$ cat config.mk
export PLATFORM = sky130hd
export DESIGN_NAME = pin_entry_tx_flat
export DESIGN_NICKNAME = d
export VERILOG_FILES = /design/src/rtl/pin_entry_tx_if.sv /design/src/rtl/pin_entry_tx.sv /design/src/flat_wrapper.sv
export SDC_FILE = /design/constraint.sdc
export NUM_CORES = 1
export LEC_CHECK = 0
export CAP_MARGIN = 15
export CORE_ASPECT_RATIO = 2
export CORE_UTILIZATION = 40
export CTS_CLUSTER_DIAMETER = 80
export CTS_CLUSTER_SIZE = 28
export DETAILED_ROUTE_END_ITERATION = 6
export PLACE_DENSITY_LB_ADDON = 0.05
export SLEW_MARGIN = 20
export SYNTH_ARGS = -nofsm -noshare
export SYNTH_HDL_FRONTEND = slang
export SYNTH_SLANG_ARGS = --single-unit
$ cat constraint.sdc
create_clock -name clk -period 2.15 [get_ports clk]
set_input_delay 0.3225 -clock clk [delete_from_list [all_inputs] [get_ports clk]]
set_output_delay 0.3225 -clock clk [all_outputs]
set_load 0.01 [all_outputs]
$ cat src/rtl/pin_entry_tx_if.sv
// Keypad/checker signal bundle for pin_entry_tx. The PIN entry block uses the
// master side because it initiates the code offer; the environment uses slave.
interface pin_entry_tx_if #(
    parameter int DIGITS = 4
);
    logic [3:0]          key;
    logic                key_stb;
    logic                enter;
    logic                clr;
    logic [4*DIGITS-1:0] code;
    logic                code_valid;
    logic                code_ready;
    logic                result_valid;
    logic                result_ok;
    logic [3:0]          digit_cnt;
    logic [1:0]          fail_cnt;
    logic                lockout;
    logic                busy;

    modport master (
        input  key, key_stb, enter, clr, code_ready, result_valid, result_ok,
        output code, code_valid, digit_cnt, fail_cnt, lockout, busy
    );

    modport slave (
        output key, key_stb, enter, clr, code_ready, result_valid, result_ok,
        input  code, code_valid, digit_cnt, fail_cnt, lockout, busy
    );
endinterface

$ cat src/rtl/pin_entry_tx.sv
// Collects a DIGITS-long BCD PIN from key strobes, offers it to the checker,
// tracks consecutive failures and enforces a timed lockout after the third.
module pin_entry_tx #(
    parameter int DIGITS      = 4,
    parameter int TIMEOUT_CYC = 1000000,
    parameter int LOCKOUT_CYC = 5000000
) (
    input logic            clk,
    input logic            rst,
    pin_entry_tx_if.master bus
);
    localparam int TW = $clog2(TIMEOUT_CYC + 1);
    localparam int LW = $clog2(LOCKOUT_CYC + 1);
    localparam logic [TW-1:0] IDLE_LAST = TW'(TIMEOUT_CYC - 1);
    localparam logic [TW-1:0] IDLE_ONE  = TW'(1);
    localparam logic [LW-1:0] LOCK_LAST = LW'(LOCKOUT_CYC - 1);
    localparam logic [LW-1:0] LOCK_ONE  = LW'(1);
    localparam logic [3:0]    FULL      = 4'(DIGITS);

    typedef enum logic [1:0] {COLLECT, SEND, WAIT_RES, LOCK} state_t;

    state_t              r_state;
    logic [4*DIGITS-1:0] r_code;
    logic [3:0]          r_cnt;
    logic [1:0]          r_fail;
    logic [TW-1:0]       r_idle;
    logic [LW-1:0]       r_lock;
    logic                r_code_valid;
    logic                r_lockout;
    logic                r_busy;
    logic [4*DIGITS-1:0] w_shift;

    // Shift-then-overwrite keeps this legal for DIGITS==1 as well.
    always_comb begin
        w_shift      = r_code << 4;
        w_shift[3:0] = bus.key;
    end

    always_ff @(posedge clk) begin
        if (rst) begin
            r_state      <= COLLECT;
            r_code       <= '0;
            r_cnt        <= '0;
            r_fail       <= '0;
            r_idle       <= '0;
            r_lock       <= '0;
            r_code_valid <= 1'b0;
            r_lockout    <= 1'b0;
            r_busy       <= 1'b0;
        end else begin
            case (r_state)
                COLLECT: begin
                    if (bus.clr) begin
                        r_code <= '0;
                        r_cnt  <= '0;
                        r_idle <= '0;
                    end else if (bus.enter) begin
                        r_idle <= '0;
                        if (r_cnt == FULL) begin
                            r_state      <= SEND;
                            r_code_valid <= 1'b1;
                            r_busy       <= 1'b1;
                        end else begin
                            r_code <= '0;
                            r_cnt  <= '0;
                        end
                    end else if (bus.key_stb) begin
                        r_idle <= '0;
                        if (bus.key <= 4'd9 && r_cnt < FULL) begin
                            r_code <= w_shift;
                            r_cnt  <= r_cnt + 4'd1;
                        end
                    end else if (r_cnt != 4'd0) begin
                        // Clear lands on the TIMEOUT_CYC-th consecutive idle edge.
                        if (r_idle >= IDLE_LAST) begin
                            r_code <= '0;
                            r_cnt  <= '0;
                            r_idle <= '0;
                        end else begin
                            r_idle <= r_idle + IDLE_ONE;
                        end
                    end else begin
                        r_idle <= '0;
                    end
                end
                SEND: begin
                    if (bus.code_ready) begin
                        r_state      <= WAIT_RES;
                        r_code_valid <= 1'b0;
                    end
                end
                WAIT_RES: begin
                    if (bus.result_valid) begin
                        r_code <= '0;
                        r_cnt  <= '0;
                        r_busy <= 1'b0;
                        if (bus.result_ok) begin
                            r_fail  <= 2'd0;
                            r_state <= COLLECT;
                        end else if (r_fail < 2'd2) begin
                            r_fail  <= r_fail + 2'd1;
                            r_state <= COLLECT;
                        end else begin
                            r_fail    <= 2'd3;
                            r_lockout <= 1'b1;
                            r_lock    <= '0;
                            r_state   <= LOCK;
                        end
                    end
                end
                LOCK: begin
                    if (r_lock >= LOCK_LAST) begin
                        r_fail    <= 2'd0;
                        r_lockout <= 1'b0;
                        r_lock    <= '0;
                        r_state   <= COLLECT;
                    end else begin
                        r_lock <= r_lock + LOCK_ONE;
                    end
                end
                default: r_state <= COLLECT;
            endcase
        end
    end

    assign bus.code       = r_code;
    assign bus.code_valid = r_code_valid;
    assign bus.digit_cnt  = r_cnt;
    assign bus.fail_cnt   = r_fail;
    assign bus.lockout    = r_lockout;
    assign bus.busy       = r_busy;
endmodule
$ cat src/flat_wrapper.sv
// flat-port wrapper written by rule: the top's interface ports become plain ports
module pin_entry_tx_flat 
#(
    parameter int DIGITS      = 4,
    parameter int TIMEOUT_CYC = 1000000,
    parameter int LOCKOUT_CYC = 5000000
)
  (clk, rst, bus_key, bus_key_stb, bus_enter, bus_clr, bus_code_ready, bus_result_valid, bus_result_ok, bus_code, bus_code_valid, bus_digit_cnt, bus_fail_cnt, bus_lockout, bus_busy);
  pin_entry_tx_if #(.DIGITS(DIGITS)) bus_i ();
  input logic clk;
  input logic rst;
  input wire logic [$bits(bus_i.key)-1:0] bus_key;
  input wire logic [$bits(bus_i.key_stb)-1:0] bus_key_stb;
  input wire logic [$bits(bus_i.enter)-1:0] bus_enter;
  input wire logic [$bits(bus_i.clr)-1:0] bus_clr;
  input wire logic [$bits(bus_i.code_ready)-1:0] bus_code_ready;
  input wire logic [$bits(bus_i.result_valid)-1:0] bus_result_valid;
  input wire logic [$bits(bus_i.result_ok)-1:0] bus_result_ok;
  output wire logic [$bits(bus_i.code)-1:0] bus_code;
  output wire logic [$bits(bus_i.code_valid)-1:0] bus_code_valid;
  output wire logic [$bits(bus_i.digit_cnt)-1:0] bus_digit_cnt;
  output wire logic [$bits(bus_i.fail_cnt)-1:0] bus_fail_cnt;
  output wire logic [$bits(bus_i.lockout)-1:0] bus_lockout;
  output wire logic [$bits(bus_i.busy)-1:0] bus_busy;
  assign bus_i.key = bus_key;
  assign bus_i.key_stb = bus_key_stb;
  assign bus_i.enter = bus_enter;
  assign bus_i.clr = bus_clr;
  assign bus_i.code_ready = bus_code_ready;
  assign bus_i.result_valid = bus_result_valid;
  assign bus_i.result_ok = bus_result_ok;
  assign bus_code = bus_i.code;
  assign bus_code_valid = bus_i.code_valid;
  assign bus_digit_cnt = bus_i.digit_cnt;
  assign bus_fail_cnt = bus_i.fail_cnt;
  assign bus_lockout = bus_i.lockout;
  assign bus_busy = bus_i.busy;
  pin_entry_tx #(.DIGITS(DIGITS), .TIMEOUT_CYC(TIMEOUT_CYC), .LOCKOUT_CYC(LOCKOUT_CYC)) u_core (.clk(clk), .rst(rst), .bus(bus_i));
endmodule
==> results of run 1 <==
flip-flops by register name (all words and copies together) (netlist names):
name                   cells
u_core.r_lock             23
u_core.bus.code_valid      1
u_core.bus.busy            1
u_core.bus.lockout         1
u_core.bus.fail_cnt        2
u_core.r_state             2
u_core.bus.digit_cnt       4
u_core.bus.code           16
u_core.r_idle             20
cells in the mapped netlist, types with 2 or more instances:
master / instances
xor2_1: 13
or4_1: 2
and2_1: 2
nand4b_1: 2
a311oi_1: 2
ha_1: 4
a2111oi_0: 2
nand3_1: 43
nor2_1: 48
and4_1: 2
mux2i_1: 2
nand2b_1: 3
buf_2: 4
or2_2: 5
nor3_1: 8
o21ai_0: 18
dfxtp_1: 70
nand2_1: 67
clkbuf_1: 12
or3b_2: 4
and3_1: 2
xnor2_1: 8
o41ai_1: 2
buf_6: 2
inv_1: 15
o311ai_0: 7
a21oi_1: 39
nand4_1: 16
or3_1: 7
worst max-delay path by stage:
stage | end | slack (ns) | cells after the start
6_report | u_core.bus.fail_cnt[1]$_SDFFE_PP0P_ | 0.06 | 6
5_1_grt | u_core.bus.fail_cnt[1]$_SDFFE_PP0P_ | -0.04 | 6
4_1_cts | u_core.bus.fail_cnt[1]$_SDFFE_PP0P_ | 0.004 | 6
3_5_place_dp | u_core.bus.code[15]$_SDFFE_PP0P_ | -0.16 | 8
3_3_place_gp | u_core.r_idle[18]$_SDFFE_PP0N_ | -0.15 | 6
2_1_floorplan | u_core.bus.code[10]$_SDFFE_PP0P_ | 0.04 | 8
cell families (layout without fill, tap and decap cells):
group	count (synthesis)	count (layout)	share of synthesized area, %
AO/OA/AOI/OAI	86	86	16.1
buffers and inverters	34	117	4.32
multiplexers	3	3	0.914
AND/OR/NAND/NOR	217	217	30.9
XOR/XNOR	21	21	5.38
adder cells (fa/ha/maj)	4	4	1.46
flip-flops	70	70	41.0
tightest hold or removal path: cells and delay by family (launching register included):
family	cells	cell delay, ns
compound gates	1	0.05
simple gates	1	0.05
flops	1	0.31
metal layers:
layer  track usage (%)  share of wire [%]  wire length, um
met1              21.6                 38             3450
met2              41.3                 57             5170
met3              3.36                1.5              132
met4              10.9                2.7              244
met5                 0                  0                0
timing repair:
action / in CTS / in global routing
endpoints found under the hold margin: 0 / 0
endpoints found under the setup margin: 2 / 43
hold buffers: 0 / 0
resized for setup: 3 / 7
pin swaps: 0 / 4
cell type report:
cell class | count | area [um2] | share of cell area (%)
inverters | 16 | 60.1 | 1.30
clock inverters | 6 | 92.6 | 2.01
clock buffers | 10 | 239 | 5.18
multi-input cells | 331 | 1920 | 41.6
flip-flops and latches | 70 | 1400 | 30.4
well taps | 98 | 123 | 2.66
repair buffers | 85 | 778 | 16.9
power groups by stage:
stage | logic (mW) | registers [mW] | clock network (mW)
2_1_floorplan | 0.141 | 1.34 | 0
3_3_place_gp | 0.282 | 1.34 | 0
3_5_place_dp | 0.282 | 1.34 | 0
4_1_cts | 0.283 | 1.31 | 1.68
5_1_grt | 0.307 | 1.31 | 1.75
6_report | 0.282 | 1.31 | 1.65
through the flow:
stage | std cells | util [%] | instance area, um2 | total power [mW]
finish | 616 | 55.7 | 4620 | 3.25
global route | 616 | 55.7 | 4620 | 3.37
floorplan | 435 | - | 3420 | 1.48
CTS | 616 | 55.2 | 4570 | 3.27
detailed placement | 600 | 51.1 | 4230 | 1.62
global placement | 600 | 51.1 | 4230 | 1.62
==> summary.md, run 1 <==
| Metric | Value |
|---|---|
| Switching power summed over all nets | approximately 0.77 mW |
| DRT iter0 DRCs | 129 |
| Routed WL | about 9 mm |
| Width of the die | between 60 and 70 um |
| Number of synthesized flops with an enable pin | 0 |
| Count of distinct cell types in the synthesized netlist | 53 |
| Detailed placer's ending HPWL | slightly below 7 mm |
| Number of buffers on the longest clock path | 2 |
| Synth area leaders | dfxtp_1 (41%), nand2_1 (7.4%), nand3_1 (6.3%), a21oi_1 (5.7%), nor2_1 (5.3%) |
| Relative contribution of the clock network to total power | between 50% and 60% |
| Initial standard-cell utilization of the core | ~41% |
| TritonCTS clock tree | built |
| CTS root buf | clkbuf_16 |
| Count of unresolved DRC violations after routing | 0 |
| Critical Path Start Type | flop |
| Number of instances in the synthesized netlist | 435 |
| Post-CTS setup-driven buffer insertion count | 0 |
| Die outline area | around 8900 um2 |
| Run status | complete, no violations |
| Global-route wire length before repair | roughly 15 mm |
| Highest ir drop seen on vdd | 495 uV |
| Leak Pwr | between 1.5 and 2 nW |
| Total via count after detailed routing | 3299 |
| Hold path endpoint | u_core.bus.code[13]$_SDFFE_PP0P_ |
| Commonest register cell after synthesis | dfxtp_1 |
| Worst hold path cell count | 2 |
| Crit-path slowest cell | or4_1 |
| Crit path required time | 2.38 ns |
| Number of nets in the final layout | between 500 and 600 |
| Transition time at the pin with the least slew margin | ~0.49 ns |
| Final worst slack | between 0.06 and 0.07 ns |
| Power per unit of standard cell area | ~700 nW/um2 |
| Die Y-Extent | roughly 130 um |
| Number of filler cells placed in the layout | 813 |
| Setup repair after global routing missed its margin | true |
| Share of total power in combinational logic | 8.7% |
| Number of buffers inserted during clock tree synthesis | 9 |
| # H-tree levels | 3 |
| Maximum number of pins on one net before global-route repair | 21 |
| Critical setup path kind | flop to flop |
| Ratio of cells with drive above 1 in the final layout | between 10% and 20% |
| Max-slew violation total from the final report | 0 |
| Total core area | about 8300 um2 |
| Number of antenna repair diodes | 0 |
| Cell-internal power | 2.48 mW |
| Num Clock Sinks | 70 |
| Clock-pin slew of the registers on the worst-case setup and hold paths | approximately 0.06 ns |
| Switching share of power | approximately a quarter |
| Maximum capacitance violations | 0 |
| Mean instance size in the synthesized netlist | about 7.9 um2 |
| Slowest cell delay on critical path | around 0.58 ns |
| Synth area leader | dfxtp_1 |
| Total gr overflow | 0 |
| Critical Path Source | u_core.r_lock[7]$_SDFFE_PP0P_ |
| Area growth syn-to-layout | 35.0% |
| Sequential fraction of the synthesis area | 41.0% |
| Overall global routing resource usage | about 22% |
| Family with the most delay on the worst path | compound AO/OA/AOI/OAI gates |
| Latest clock arrival within the worst-skew pair | between 0.3 and 0.4 ns |
| Number of global-route vias before repair | 3193 |
| Number of hold violations in the final report | 0 |
| TNS Setup | 0 ns |
| Reg-to-reg critical path startpoint | u_core.r_lock[7]$_SDFFE_PP0P_ |
| Most common cell after layout, fill and taps aside | dfxtp_1 |
| Worst Setup End Kind | flop |
| Synth Register Bits | 70 |
| Worst clock skew | around 0.008 ns |
| Arrival time of the worst setup path | approximately 2.3 ns |
| Portion of the clock cycle consumed by the worst path in the final layout | a little over nine tenths |
| Area share of the largest cell type after synthesis | about two fifths |
| DRT antenna net count | 0 |
| Antenna violations before repair | 0 |
| Highest achievable clock rate | around 480 MHz |
| Total number of yosys warnings | 0 |
| Ordered list of cells on the worst path | or4_1 > a2111oi_4 > nand4_1 > a2111oi_1 > a41oi_1 > o41ai_1 |
| Fraction of registers with async set or reset after synthesis | 0% |
| FF-to-FF End | u_core.bus.fail_cnt[1]$_SDFFE_PP0P_ |
| Number of nets in the synthesized netlist | between 400 and 500 |
| Time the final worst path needs with I/O delays and setup | 2.09 ns |
| Post-Place Worst Slack | -0.165 ns |
| Crit Path Max Fanout | 3 |
| Setup violators final | 0 |
| Hold Path Origin | u_core.bus.code[13]$_SDFFE_PP0P_ |
| Cell area after technology mapping | between 3000 and 4000 um2 |
| FF-to-FF path depth | 6 |
| Input/output buffers | 36 |
| Placement row count | 47 |
| Global placement routability congestion | 0.873 |
| Critical path buffer and inverter count | 0 |
| Hold_ws | about 0.45 ns |
| Sequential power share | between 40% and 50% |
| R2R Setup Slk | between 0.06 and 0.07 ns |
| Min-delay worst type | flop to flop |
| Number of top-level pins | 37 |
| Average detailed-routed wire length per instance | roughly 15 um |
| Most frequent cells in the layout | dfxtp_1 (69), nand2_1 (67), nor2_1 (48) |
| Remaining max-slew budget at the tightest pin | between 60% and 70% |
| First-pass iteration count of the detailed router | 4 |
| DR vias/cell | around 5.4 |
No activity file was read; power rests on OpenSTA's default activity.
==> inputs of run 2 (changes only) <==
--- a/config.mk
+++ b/config.mk
@@ -7,12 +7,12 @@
 export LEC_CHECK = 0
 export CAP_MARGIN = 15
 export CORE_ASPECT_RATIO = 2
+export CORE_MARGIN = 1.5
 export CORE_UTILIZATION = 40
 export CTS_CLUSTER_DIAMETER = 80
 export CTS_CLUSTER_SIZE = 28
 export DETAILED_ROUTE_END_ITERATION = 6
 export PLACE_DENSITY_LB_ADDON = 0.05
-export SLEW_MARGIN = 20
 export SYNTH_ARGS = -nofsm -noshare
 export SYNTH_HDL_FRONTEND = slang
 export SYNTH_SLANG_ARGS = --single-unit
==> summary.md, run 2 (synthesis gave the netlist of run 1 again) <==
| Metric | Value |
|---|---|
| Die outline area | 9150 um2 (+2.2%) |
| Ordered list of cells on the worst path | or4_4 > a2111oi_4 > nand4_1 > nand4_1 > a21o_4 > clkbuf_16 > nor2_2 |
| Total gr overflow | 0 (unchanged) |
| Max-slew violation total from the final report | 0 (unchanged) |
| Number of global-route vias before repair | 3348 (+4.9%) |
| Critical Path Start Type | flop |
| First-pass iteration count of the detailed router | 4 (unchanged) |
| Slowest cell delay on critical path | 0.55 ns (-0.03 ns) |
| DRT iter0 DRCs | 118 (-8.5%) |
| Post-Place Worst Slack | -0.216 ns (-0.0514 ns) |
| Power per unit of standard cell area | 637 nW/um2 (-9.4%) |
| Number of antenna repair diodes | 0 (unchanged) |
| Footprint of the multi-input gates | 2000 um2 (+4.0%) |
| Critical setup path kind | flop to flop |
| Hold_ws | 0.447 ns (-0.00322 ns) |
| Latest clock arrival within the worst-skew pair | 0.34 ns (about the same) |
| Routed WL | 9.64 mm (+7.2%) |
| Setup violators final | 0 (unchanged) |
| Portion of the clock cycle consumed by the worst path in the final layout | 97.0% (-0.14 points) |
| Initial standard-cell utilization of the core | 41.3% (unchanged) |
| Number of flip-flops in the largest register | 23 (unchanged) |
| CTS root buf | clkbuf_16 |
| Crit-path slowest cell | or4_4 |
| Number of placed cells counting well taps | 598 (-0.33%) |
| Antenna violations before repair | 0 (unchanged) |
| Most common cell after layout, fill and taps aside | dfxtp_1 |
| Total via count after detailed routing | 3341 (+1.3%) |
| Switching power summed over all nets | 0.747 mW (-2.4%) |
| Worst clock skew | 0.00474 ns (-0.00309 ns) |
| Final worst slack | 0.0652 ns (+0.00296 ns) |
| Die Y-Extent | 134 um (+0.75%) |
| Most frequent cells in the layout | dfxtp_1 (69), nand2_1 (67), nand3_1 (43), buf_4 (43), nor2_1 (42) |
| TNS Setup | 0 ns (unchanged) |
| Detailed placer's ending HPWL | 7.03 mm (+2.7%) |
| Placement row count | 47 (unchanged) |
| DRT antenna net count | 0 (unchanged) |
| Sequential power share | 43.9% (+3.4 points) |
| Setup repair after global routing missed its margin | true |
| Share of total power in combinational logic | 10.2% (+1.5 points) |
| Count of unresolved DRC violations after routing | 0 (unchanged) |
| Global-route wire length before repair | 15.4 mm (+4.0%) |
| Worst path most repeated cell | nand4_1 |
| Run status | complete, no violations |
| Final core utilization | 56.6% (+0.94 points) |
| DR vias/cell | 5.41 (+1.1%) |
| Maximum capacitance violations | 0 (unchanged) |
| Global placement routability congestion | 0.844 (-3.4%) |
| Total core area | 8290 um2 (unchanged) |
| Leak Pwr | 1.62 nW (+0.71%) |
| Min-delay worst type | flop to flop |
| Final Non-Filler Cells | 617 (+0.16%) |
| TritonCTS clock tree | built |
| Overall global routing resource usage | 22.0% (+0.070 points) |
| Register cell area after layout | 1400 um2 (unchanged) |
| Worst Setup End Kind | flop |
| Maximum number of pins on one net before global-route repair | 21 (unchanged) |
| Number of buffers on the longest clock path | 2 (unchanged) |
| Ratio of cells with drive above 1 in the final layout | 19.3% (+2.5 points) |
| Uppermost layer routed | met4 |
| Width of the die | 68.4 um (+1.5%) |
| Area growth syn-to-layout | 37.2% |
| Routed metal-1 wirelength | 3.42 mm (-0.73%) |
| Input/output buffers | 36 (unchanged) |
| Number of nets in the final layout | 530 (+0.19%) |
| Switching share of power | 25.0% (+1.4 points) |
| Remaining max-slew budget at the tightest pin | 66.2% (-1.1 points) |
| Number of top-level pins | 37 (unchanged) |
| Highest ir drop seen on vdd | 427 uV (-14%) |
| Critical path buffer and inverter count | 1 (+1) |
| Top register by number of flip-flops | u_core.r_lock |
| Arrival time of the worst setup path | 2.32 ns (about the same) |
| Met3 wire len | 186 um (+41%) |
| Number of hold violations in the final report | 0 (unchanged) |
| Crit Path Max Fanout | 5 (+2) |
| Num Clock Sinks | 70 (unchanged) |
| Transition time at the pin with the least slew margin | 0.500 ns (+0.0113 ns) |
| Crit path required time | 2.38 ns (about the same) |
| # H-tree levels | 3 (unchanged) |
| Highest achievable clock rate | 480 MHz (+0.14%) |
| Clock-pin slew of the registers on the worst-case setup and hold paths | 0.06 ns (about the same) |
| Number of buffers inserted during clock tree synthesis | 9 (unchanged) |
| Number of filler cells placed in the layout | 804 (-1.1%) |
| Relative contribution of the clock network to total power | 45.9% (-4.9 points) |
| Routed wl met2 | 5.83 mm (+13%) |
| Average detailed-routed wire length per instance | 15.6 um (+7.0%) |
| Family with the most delay on the worst path | simple AND/OR/NAND/NOR gates |
| Time the final worst path needs with I/O delays and setup | 2.08 ns (-0.00296 ns) |
| Cell-internal power | 2.24 mW (-9.6%) |
## run 2: changes by cell type in the layout (fill, tap and decap cells not counted), sizes merged
cell	delta
clkinv	+3
buf	-1
clkinvlp	+1
inv	-2
bufinv	-2
clkbuf	+2
## run 2: path summary, 6_finish.rpt
check	start	end	slack, ns	depth (start not counted)
max	u_core.r_lock[7]$_SDFFE_PP0P_	u_core.r_lock[11]$_SDFFE_PP0P_	0.07	7
min	u_core.bus.code[14]$_SDFFE_PP0P_	u_core.bus.code[14]$_SDFFE_PP0P_	0.45	2
max reg2reg	u_core.r_lock[7]$_SDFFE_PP0P_	u_core.r_lock[11]$_SDFFE_PP0P_	0.07	7
min reg2reg	u_core.bus.code[14]$_SDFFE_PP0P_	u_core.bus.code[14]$_SDFFE_PP0P_	0.45	2
## run 2: timing repair
item | in CTS | in global routing
gates resized for setup | 5 | 23
endpoints found under the setup margin | 1 | 44
cloned | 0 | 2
hold buffers | 0 | 0
pin swaps | 2 | 8
buffers inserted | 0 | 1
## run 2: per-stage QoR
stage	cell area, um2	total power [mW]
floorplan	3420	1.48
global placement	4230	1.63
detailed placement	4230	1.63
CTS	4520	3.00
global route	4690	3.09
finish	4690	2.99
## run 2: power by group through the flow
stage	registers (mW)	logic [mW]	clock network [mW]
3_3_place_gp	1.34	0.286	0
6_report	1.31	0.304	1.37
2_1_floorplan	1.34	0.141	0
3_5_place_dp	1.34	0.286	0
5_1_grt	1.31	0.330	1.44
4_1_cts	1.31	0.288	1.40
## run 2: final cells by class
| cell class | instances | share of cell area [%] |
|---|---|---|
| Clock buffer | 10 | 5.09 |
| Clock inverter | 6 | 0.800 |
| Inverter | 16 | 1.28 |
| Multi-Input combinational cell | 331 | 42.6 |
| Sequential cell | 70 | 29.9 |
| Tap cell | 98 | 2.61 |
| Timing Repair Buffer | 86 | 17.8 |
## run 2: worst reg2reg max path: cells and delay by family (launching register included)
family                 cells  cell delay, ns
AO/OA/AOI/OAI              2            0.50
buffers and inverters      1            0.17
flip-flops                 1            0.32
AND/OR/NAND/NOR            4            0.98
## run 2: routing by layer
layer,up-vias,track usage [%]
met4,0,9.89
met1,1598,21.4
met5,-,0
li1,1694,-
met3,14,3.36
met2,35,42.1
